<file path="config.mk">
export PLATFORM = sky130hd
export DESIGN_NAME = fetch_ctrl
export DESIGN_NICKNAME = d
export VERILOG_FILES = /design/src/rtl/fetch_pkg.sv /design/src/rtl/fetch_hold_buf.sv /design/src/rtl/fetch_ctrl.sv
export SDC_FILE = /design/constraint.sdc
export NUM_CORES = 1
export LEC_CHECK = 0
export CAP_MARGIN = 20
export CORE_MARGIN = 2
export CORE_UTILIZATION = 31
export CTS_BUF_LIST = sky130_fd_sc_hd__clkbuf_16
export CTS_CLUSTER_DIAMETER = 200
export CTS_CLUSTER_SIZE = 14
export DETAILED_ROUTE_END_ITERATION = 12
export PLACE_DENSITY_LB_ADDON = 0.05
export RECOVER_POWER = 50
export SLEW_MARGIN = 40
export SYNTH_ARGS = -nofsm -noshare
export SYNTH_HDL_FRONTEND = slang
export SYNTH_SLANG_ARGS = --single-unit
</file>
<file path="constraint.sdc">
create_clock -name clk -period 5.75 [get_ports clk]
set_clock_uncertainty 0.15 [all_clocks]
set_input_delay 1.15 -clock clk [delete_from_list [all_inputs] [get_ports clk]]
set_output_delay 1.15 -clock clk [all_outputs]
set_load 0.02 [all_outputs]
</file>
<file path="src/rtl/fetch_pkg.sv">
// +----------------------------------------------------------------------------+
// | fetch_pkg : shared types and constants for the instruction fetch control  |
// | Revision  : 1.0                                                            |
// +----------------------------------------------------------------------------+
`default_nettype none

package fetch_pkg;

  typedef enum logic [2:0] {
    IDLE = 3'd0,
    REQ  = 3'd1,
    WAIT = 3'd2,
    HOLD = 3'd3,
    DROP = 3'd4
  } fetch_state_e;

  typedef struct packed {
    logic [31:0] instr;
    logic [31:0] pc;
    logic [31:0] pcplus4;
    logic        valid;
  } hold_entry_t;

  localparam logic [31:0] RESET_PC_DEF  = 32'h0000_0000;
  localparam logic [31:0] NOP_INSTR_DEF = 32'h0000_0013;
  localparam logic [31:0] PC_INC        = 32'd4;

endpackage

`default_nettype wire

</file>
<file path="src/rtl/fetch_hold_buf.sv">
// +----------------------------------------------------------------------------+
// | fetch_hold_buf : one-entry skid register for a response decode refused    |
// | Revision       : 1.0                                                      |
// +----------------------------------------------------------------------------+
`default_nettype none

module fetch_hold_buf
  import fetch_pkg::*;
(
  input  logic        clk,
  input  logic        rst,
  input  logic        i_load,
  input  logic        i_clear,
  input  logic        i_pop,
  input  hold_entry_t i_entry,
  output hold_entry_t o_entry
);

  hold_entry_t r_entry;

  // clear wins over load so a squash in the capture cycle leaves the buffer empty
  always_ff @(posedge clk or negedge rst) begin
    if (!rst) begin
      r_entry <= '0;
    end else if (i_clear) begin
      r_entry.valid <= 1'b0;
    end else if (i_load) begin
      r_entry <= i_entry;
    end else if (i_pop) begin
      r_entry.valid <= 1'b0;
    end
  end

  assign o_entry = r_entry;

endmodule

`default_nettype wire

</file>
<file path="src/rtl/fetch_ctrl.sv">
// +----------------------------------------------------------------------------+
// | fetch_ctrl : PC owner and single-outstanding imem fetch sequencer feeding  |
// |              the IF/ID register. Optional FETCH_PERF_EN adds perf counters|
// | Revision   : 1.0                                                          |
// +----------------------------------------------------------------------------+
`default_nettype none

module fetch_ctrl
  import fetch_pkg::*;
#(
  parameter logic [31:0] RESET_PC  = RESET_PC_DEF,
  parameter logic [31:0] NOP_INSTR = NOP_INSTR_DEF
) (
  input  logic        clk,
  input  logic        rst,
  input  logic        PCSrcE,
  input  logic [31:0] PCTargetE,
  input  logic        StallD,
  input  logic        FlushD,
  output logic        imem_req,
  output logic [31:0] imem_addr,
  input  logic        imem_gnt,
  input  logic        imem_rvalid,
  input  logic [31:0] imem_rdata,
  output logic [31:0] InstrD,
  output logic [31:0] PCD,
  output logic [31:0] PCPlus4D,
  output logic        ValidD
`ifdef FETCH_PERF_EN
  ,
  output logic [31:0] perf_fetched,
  output logic [31:0] perf_stall
`endif
);

  fetch_state_e r_state, w_state_nxt;
  logic [31:0]  r_pc, w_pc_nxt, w_pc_inc, w_target;
  logic         w_ld_mem, w_ld_hold, w_squash;
  logic         w_hold_load, w_hold_pop;
  hold_entry_t  w_hold_d, w_hold_q;

  assign w_pc_inc  = r_pc + PC_INC;
  assign w_target  = PCTargetE & ~32'd3;
  assign imem_addr = r_pc;

  always_comb begin
    w_hold_d.instr   = imem_rdata;
    w_hold_d.pc      = r_pc;
    w_hold_d.pcplus4 = w_pc_inc;
    w_hold_d.valid   = 1'b1;
  end

  always_ff @(posedge clk or negedge rst) begin
    if (!rst) begin
      r_state <= IDLE;
      r_pc    <= RESET_PC;
    end else begin
      r_state <= w_state_nxt;
      r_pc    <= w_pc_nxt;
    end
  end

  always_comb begin
    w_state_nxt = r_state;
    w_pc_nxt    = r_pc;
    w_ld_mem    = 1'b0;
    w_ld_hold   = 1'b0;
    w_hold_load = 1'b0;
    w_hold_pop  = 1'b0;
    w_squash    = 1'b0;
    imem_req    = (r_state == REQ);

    case (r_state)
      IDLE: w_state_nxt = REQ;
      REQ:  if (imem_gnt) w_state_nxt = WAIT;
      WAIT: begin
        if (imem_rvalid) begin
          w_pc_nxt = w_pc_inc;
          if (!ValidD || !StallD) begin
            w_ld_mem    = 1'b1;
            w_state_nxt = REQ;
          end else begin
            w_hold_load = 1'b1;
            w_state_nxt = HOLD;
          end
        end
      end
      HOLD: begin
        if (!StallD) begin
          w_hold_pop  = 1'b1;
          w_ld_hold   = w_hold_q.valid;
          w_state_nxt = REQ;
        end
      end
      DROP:    if (imem_rvalid) w_state_nxt = REQ;
      default: w_state_nxt = IDLE;
    endcase

    // a redirect keeps DROP only while a granted response is still in flight
    if (PCSrcE) begin
      w_pc_nxt    = w_target;
      w_squash    = 1'b1;
      w_ld_mem    = 1'b0;
      w_ld_hold   = 1'b0;
      w_hold_load = 1'b0;
      case (r_state)
        REQ:     w_state_nxt = imem_gnt ? DROP : REQ;
        WAIT:    w_state_nxt = imem_rvalid ? REQ : DROP;
        DROP:    w_state_nxt = imem_rvalid ? REQ : DROP;
        default: w_state_nxt = REQ;
      endcase
    end else if (FlushD) begin
      w_squash    = 1'b1;
      w_ld_mem    = 1'b0;
      w_ld_hold   = 1'b0;
      w_hold_load = 1'b0;
    end
  end

  fetch_hold_buf u_hold (
    .clk     (clk),
    .rst     (rst),
    .i_load  (w_hold_load),
    .i_clear (w_squash),
    .i_pop   (w_hold_pop),
    .i_entry (w_hold_d),
    .o_entry (w_hold_q)
  );

  // an unstalled decode with nothing new to take sees a bubble
  always_ff @(posedge clk or negedge rst) begin
    if (!rst) begin
      InstrD   <= '0;
      PCD      <= '0;
      PCPlus4D <= '0;
      ValidD   <= 1'b0;
    end else if (w_squash) begin
      InstrD   <= NOP_INSTR;
      ValidD   <= 1'b0;
    end else if (w_ld_mem) begin
      InstrD   <= imem_rdata;
      PCD      <= r_pc;
      PCPlus4D <= w_pc_inc;
      ValidD   <= 1'b1;
    end else if (w_ld_hold) begin
      InstrD   <= w_hold_q.instr;
      PCD      <= w_hold_q.pc;
      PCPlus4D <= w_hold_q.pcplus4;
      ValidD   <= 1'b1;
    end else if (!StallD) begin
      ValidD   <= 1'b0;
    end
  end

`ifdef FETCH_PERF_EN
  logic [31:0] r_perf_fetched, r_perf_stall;

  always_ff @(posedge clk or negedge rst) begin
    if (!rst) begin
      r_perf_fetched <= '0;
      r_perf_stall   <= '0;
    end else begin
      if (w_ld_mem || w_ld_hold)
        r_perf_fetched <= r_perf_fetched + 32'd1;
      if (!ValidD && (r_state == REQ || r_state == WAIT || r_state == DROP))
        r_perf_stall <= r_perf_stall + 32'd1;
    end
  end

  assign perf_fetched = r_perf_fetched;
  assign perf_stall   = r_perf_stall;
`endif

`ifndef SYNTHESIS
  a_rvalid_protocol: assert property (@(posedge clk) disable iff (!rst)
    imem_rvalid |-> (r_state == WAIT || r_state == DROP || r_state == IDLE));
`endif

endmodule

`default_nettype wire

</file>
== Yosys cells after proc, flatten, opt, wreduce, memory -nomap -nowiden ==
Index checks and enable logic that the tools add are counted.
Cells by class
  add/subtract/negate cells: 1
  equal/unequal tests: 9
  mux-type cells: 45
  bitwise operators: 1
  reduce and logical (&&, ||, !) cells: 14
Operators with widths (number)
  $mux W32: 10
  $add A32 B3 Y32 const B: 1
  $mux W1: 25
  $mux W3: 7
  $pmux W3 S5: 1
  $ne A3 B3 Y1 const B: 3
  $eq A3 B2 Y1 const B: 2
  $pmux W3 S2: 1
  $reduce_and A2 Y1: 3
  $reduce_bool A2 Y1: 3
  $reduce_bool A3 Y1: 2
  $ne A4 B1 Y1 const B: 1
  $reduce_and A4 Y1: 1
  $eq A3 B1 Y1 const B: 1
  $eq A3 B3 Y1 const B: 1
  $logic_not A3 Y1: 1
  $ne A3 B2 Y1 const B: 1
  $logic_not A1 Y1: 2
  $mux W2: 1
  $reduce_or A2 Y1: 1
  $logic_or A1 B1 Y1: 1
  $not A1 Y1: 1
Storage, ports and cells
  bits in registers: 229
  bits of input ports: 71
  output and inout port bits: 130
  word-level logic and storage cells: 80

== Logic depth before layout (Yosys ltp) ==
Gate-level depths: netlist of run 1.
  depth after elaboration: 9
  gate-level depth with buffers: 9
  gate-level depth less buffers: 6

== Cells and area by module ==
Synthesis of run 1 repeated with hierarchy kept, for this count alone.
Second synthesis, totals
  cells, all modules: 960
  area total of the unflattened synthesis: 10761.6 um2
Modules (own cells, without submodules)
  fetch_ctrl: instances 1, cells an instance 753, area an instance 7028.0 um2, seq. area each 3253.1 um2
  fetch_hold_buf: instances 1, cells an instance 207, area an instance 3733.6 um2, seq. area each 2427.3 um2

== Least setup slack after synthesis of run 1 ==
No wires, ideal clock.
  kind: input to register
  start point: input PCSrcE
  end point: register PCD[27]
  setup time: 82 ps
  arrival: 2646 ps
  required time: 5518 ps
  slack: 2872 ps
  stages on the path: 8
  path buffers: 4
  cell sequence: clkbuf_1 > nor2_1 > buf_2 > nand4_1 > clkbuf_1 > clkbuf_1 > nand2_1 > a31oi_1
Between the ends
  cells in the longest elaborated chain, start to end: 3
  elaborated cells on any way between the ends: 7
  classes of those cells: mux (4); bitwise (1); reduce/logical (2)
Ends and longest elaborated chain
  start: declaration: line fetch_ctrl.sv:16  | input logic PCSrcE,
  $mux W1: line fetch_ctrl.sv:100  | if (PCSrcE) begin
  $reduce_bool A2 Y1 (no line) or $not A1 Y1 (tied branches)
  $reduce_and A2 Y1 (no line)
  end signal: assignment: line fetch_ctrl.sv:142  | PCD <= r_pc;
  end signal: assignment: line fetch_ctrl.sv:147  | PCD <= w_hold_q.pc;
  end: declaration: line fetch_ctrl.sv:26  | output logic [31:0] PCD,
Several ways; a longest one is shown, not always the timed one.
A chain may end at the register's enable or synchronous reset.

==> results of run 1 <==
[area by class of cell]
| class | count | area share |
|---|---|---|
| timing repair buffer | 208 | 0.163 |
| clock inverter | 2 | 0.00126 |
| clock buffer | 19 | 0.0370 |
| tap | 442 | 0.0430 |
| multi-input combinational | 724 | 0.329 |
| sequential | 219 | 0.426 |
| inverter | 2 | 0.000583 |
[worst min-delay path: cells and delay by family (launching register included)]
family | cells | cell delay (ps)
AO/OA/AOI/OAI | 1 | 60
flip-flops | 1 | 340
AND/OR/NAND/NOR | 1 | 40
[sequential cells by signal, indices dropped and copies added (netlist names)]
signal	flops
imem_addr	30
PCD	30
InstrD	32
PCPlus4D	30
u_hold.o_entry	93
r_state	3
ValidD	1
[per-stage QoR]
step	cell area [um^2]	setup WS [ps]	power [mW]
CTS	12900	2240	4.39
finish	12900	2220	4.28
global route	12900	1480	4.53
global placement	12300	1420	3.18
floorplan	10300	2870	2.56
detailed placement	12400	1720	3.19
[layer usage]
layer	global-route usage	up-vias	wire length, um	part of all wire
li1	-	3804	-	-
met1	0.248	3890	14000	0.48
met2	0.271	192	13600	0.46
met3	0.0322	26	1570	0.053
met4	0.0332	0	362	0.012
met5	0	-	0	0
[power by group through the flow]
stage / logic (mW) / registers (mW) / clock network [mW]
global placement: 1.20 / 1.98 / 0
floorplan: 0.427 / 2.13 / 0
CTS: 1.22 / 1.95 / 1.22
detailed placement: 1.22 / 1.97 / 0
global route: 1.27 / 1.98 / 1.28
finish: 1.17 / 1.94 / 1.17
[placed cells by master (no fill, tap or decap), drive strengths merged, types with 2 or more instances in the layout]
cell type,synthesis,final
dfrtp,219,219
nand2,208,208
clkdlybuf4s50,0,144
nor2,90,90
mux2,70,70
o21ai,65,65
a31oi,64,64
dlygate4sd3,0,46
nand3,43,43
xnor2,40,40
clkbuf,72,22
and3,21,21
xor2,18,18
nand4,16,16
a21oi,15,15
buf,55,15
nor3,13,13
nor4,11,11
a22oi,8,8
and4,7,7
conb,1,6
nor2b,3,3
a221o,3,3
nand3b,3,3
inv,2,3
nand2b,2,2
mux2i,2,2
or3,2,2
or4,2,2
[path summary, 6_finish.rpt]
check | from | end | depth (start not counted)
max reg2reg | imem_addr[6]$_DFFE_PN0P_ | imem_addr[25]$_DFFE_PN0P_ | 5
min reg2reg | u_hold.o_entry[27]$_DFFE_PN0P_ | u_hold.o_entry[27]$_DFFE_PN0P_ | 2
min | u_hold.o_entry[27]$_DFFE_PN0P_ | u_hold.o_entry[27]$_DFFE_PN0P_ | 2
max | rst | u_hold.o_entry[65]$_DFFE_PN0P_ | 1
max in group clk | FlushD | InstrD[1]$_DFFE_PN0P_ | 9
min in group asynchronous | rst | PCD[26]$_DFFE_PN0P_ | 1
[cells by family after synthesis]
kind of cell / synth area share
AOI/OAI and AO/OA: 0.0908
buffers and inverters: 0.0631
adders and majority gates: 0.00121
and+or+nand+nor: 0.186
xor gates and xnor gates: 0.0493
muxes: 0.0784
DFF: 0.531
other: 0.000364
==> run summary, run 1 <==
status - complete, but fails checks
failing checks - max-capacitance violations, max-slew violations
Max Clock Freq - 0.283 GHz
commonest register cell after synthesis - dfrtp_1
GRT Overall Usage - 0.172
CP Capture Type - async pin
layout cells sized above 1 - 0.101
Die X - 186 um
Switch Pwr - 1.37 mW
largest net degree at the start of global routing - 113
mean area per synthesized cell - 9.66 um^2
CP delay by family, top - buffers and inverters
Worst VDD drop - 0.000185 V
Sink Count - 219
P_leak - 5.61 nW
Worst-Margin Slew - 3030 ps
Power Dens Cells - 333 nW/um^2
synthesized cell area - 10,300 um^2
Slew Limit Headroom - -1.02
setup bufs post-CTS - 0
io pins - 201
Synth top area share - 0.531
Die H - 186 um
max-cap viol count - 2
RSZ-0062 raised after global routing - no
Commonest cells post-synth - dfrtp_1, nand2_1, nor2_1, clkbuf_1, mux2_2
Yosys reg bits - 219
Synth cell types - 46
slowest stage cell, crit path - clkbuf_1
area leader, netlist - dfrtp_1
Nets - 1,246
# setup viols final - 0
maximum clock insertion buffer count - 3
critical-path cell list - clkbuf_1
clk_lat worst skew - 510 ps
CP max FO - 51
DRT iter0 DRCs - 421
n_diodes - 0
Pint - 2.91 mW
multi-input logic area - 4240 um^2
vias in the first global route - 7,951
Detailed Place HPWL - 19,200 um
Setup TNS - 0 ps
count leader, synth - dfrtp_1
Core ar. - 32,600 um^2
placed insts - 1,595
number of fill cells - 3,231
hold buffer count at cts - 0
Core Util, Final - 0.394
Synth warnings - 0
kind of critical path - input port to async pin
Reg clk slew, reported paths - 70 ps
Final Hold Viols - 0
initial core utilization - 0.316
area occupied by registers - 5480 um^2
initial antenna violation count - 0
Synth async-reset ratio - 1.00
flop-to-flop setup slack - 2620 ps
Tmin final - 3530 ps
Root Buffer - clkbuf_16
post-cts repair resize count - 0
CP peak stage delay - 2100 ps
FP Rows - 66
htree depth - 1
Residual DRC - 0
crit share post-route - 0.614
Min-Delay Path Class - flop to flop
CP Buf/Inv Count - 1
Die Area - 34,700 um^2
global-route wire length before repair - 47,800 um
input/output buffers - 192
sequential power share - 0.454
grt ovf - 0
final wirelength - 29,500 um
CTS buffer count - 19
switch share - 0.320
dominant cells by area after synthesis - dfrtp_1, mux2_2, nand2_1
Slew Viols, Final - 110
Post-Syn Instances - 1,067
Routed Antenna Nets - 0
DR WL/cell - 18.3 um
Vias per Instance - 4.90
vias post-DR - 7,912
CTS tree - built
WP data arrival - 3310 ps
DR pass1 iterations - 5
Comb pwr share - 0.274
area delta synth->final - 24.8%
Worst EP required - 5530 ps
Final Hold Slack - 329 ps
Final Wtd Congestion - 0.739
Post-Layout Cell Count - 1,616
post-synthesis sequential area ratio - 0.531
Post-synth EDFFs - 0
part of the power in the clock network - 0.272
CP Launch Type - input port
Power figures use the tool's default switching activity.
==> run 2, diff against run 1 <==
clock period = 3.1 ns   (was 5.75 ns; I/O delays follow)
==> run summary, run 2 (synthesized netlist as in run 1, its figures left out) <==
Root Buffer - clkbuf_16
RSZ-0062 raised after global routing - no
CP max FO - 6
initial core utilization - 0.316
commonest cells after routing, fill and taps aside - dfrtp_1, nand2_1, clkdlybuf4s50_1
maximum clock insertion buffer count - 3
input/output buffers - 192
FP Rows - 66
vias post-DR - 8,014
htree depth - 1
initial antenna violation count - 0
Nets - 1,276
n_diodes - 0
status - complete, but fails checks
final wirelength - 29,800 um
hold buffer count at cts - 0
kind of critical path - input port to flop
max-cap viol count - 1
P_leak - 5.63 nW
Slew Limit Headroom - -0.566
Power, Total - 7.99 mW
WL met1 - 14,300 um
Die H - 186 um
Sink Count - 219
Final Wtd Congestion - 0.747
setup bufs post-CTS - 0
fin worst setup slack - 323 ps
Post-Place Worst Slack - 247 ps
layout cells sized above 1 - 0.119
crit share post-route - 0.896
Max Clock Freq - 0.360 GHz
# setup viols final - 0
post-cts repair resize count - 0
area delta synth->final - 26.6%
vias in the first global route - 8,113
Die Area - 34,700 um^2
WP data arrival - 2980 ps
Worst-Margin Slew - 2350 ps
max FFs per register - 93
failing checks - max-capacitance violations, max-slew violations
met3 wire len - 1400 um
largest net degree at the start of global routing - 84
DR pass1 iterations - 5
uppermost routed layer - met4
Core Util, Final - 0.400
Tmin final - 2780 ps
Core ar. - 32,600 um^2
Die X - 186 um
Detailed Place HPWL - 19,800 um
Setup TNS - 0 ps
GRT Overall Usage - 0.173
Residual DRC - 0
Min-Delay Path Class - flop to flop
Slew Viols, Final - 82
CP Capture Type - flop
CP Launch Type - input port
Reg clk slew, reported paths - 70 ps
Power Dens Cells - 612 nW/um^2
Routed Antenna Nets - 0
global-route wire length before repair - 48,300 um
leading cell type in the layout, fill and taps excluded - dfrtp_1
grt ovf - 0
Vias per Instance - 4.87
io pins - 201
Worst EP required - 3300 ps
CTS tree - built
clk_lat worst skew - 500 ps
DRT iter0 DRCs - 380
Worst VDD drop - 0.000320 V
met2 wire length - 13,600 um
DR WL/cell - 18.1 um
Final Hold Viols - 0
CTS buffer count - 19
## run 2: cell count changes in the layout (fill, tap and decap cells not counted), sizes merged
cell,previous run,this run
buf,15,40
clkbuf,22,27
clkdlybuf4s50,144,184
dlygate4sd3,46,6
inv,3,2
## run 2: worst paths after layout
kind	startpoint	endpoint	slack, ps	cells after the start
worst min-delay path	u_hold.o_entry[27]$_DFFE_PN0P_	u_hold.o_entry[27]$_DFFE_PN0P_	330	2
worst max-delay path	imem_rvalid	imem_addr[23]$_DFFE_PN0P_	320	7
worst max register to register	r_state[2]$_DFFE_PN0P_	imem_addr[23]$_DFFE_PN0P_	450	6
min in group asynchronous	rst	PCD[26]$_DFFE_PN0P_	680	1
worst min register to register	u_hold.o_entry[27]$_DFFE_PN0P_	u_hold.o_entry[27]$_DFFE_PN0P_	330	2
max in group asynchronous	rst	u_hold.o_entry[96]$_DFFE_PN0P_	630	2
## run 2: final cells by class
cell class,instances,area [um^2]
clock inverters,1,7.51
fillers,3279,19600
multi-input cells,724,4220
clock buffers,19,475
well taps,442,553
flip-flops and latches,219,5480
inverters,2,7.51
repair buffers,238,2310
## run 2: report_power, final
group          internal [mW]  total (mW)  switching (mW)
combinational           1.10        2.28            1.18
clock                   1.09        2.13            1.05
sequential              3.26        3.58           0.322
total                   5.45        7.99            2.55
## run 2: stage by stage
step	hold slack [ps]	cell area, um^2	instances
global route	341	13100	1645
global placement	314	12600	1625
detailed placement	320	12600	1625
floorplan	174	10300	1072
finish	333	13100	1645
CTS	13.9	13100	1645
## run 2: worst max-delay path, stage by stage
cell and delay (ps):
dlygate4sd3_1 580, and4bb_1 380, clkbuf_1 430, nand3_1 320, nor4_1 380, xnor2_1 160, o21ai_0 90
## run 2: per-layer routing
| metal | track usage | vias up |
|---|---|---|
| li1 | - | 3859 |
| met1 | 0.247 | 3948 |
| met2 | 0.277 | 177 |
| met3 | 0.0267 | 30 |
| met4 | 0.0388 | 0 |
| met5 | 0 | - |
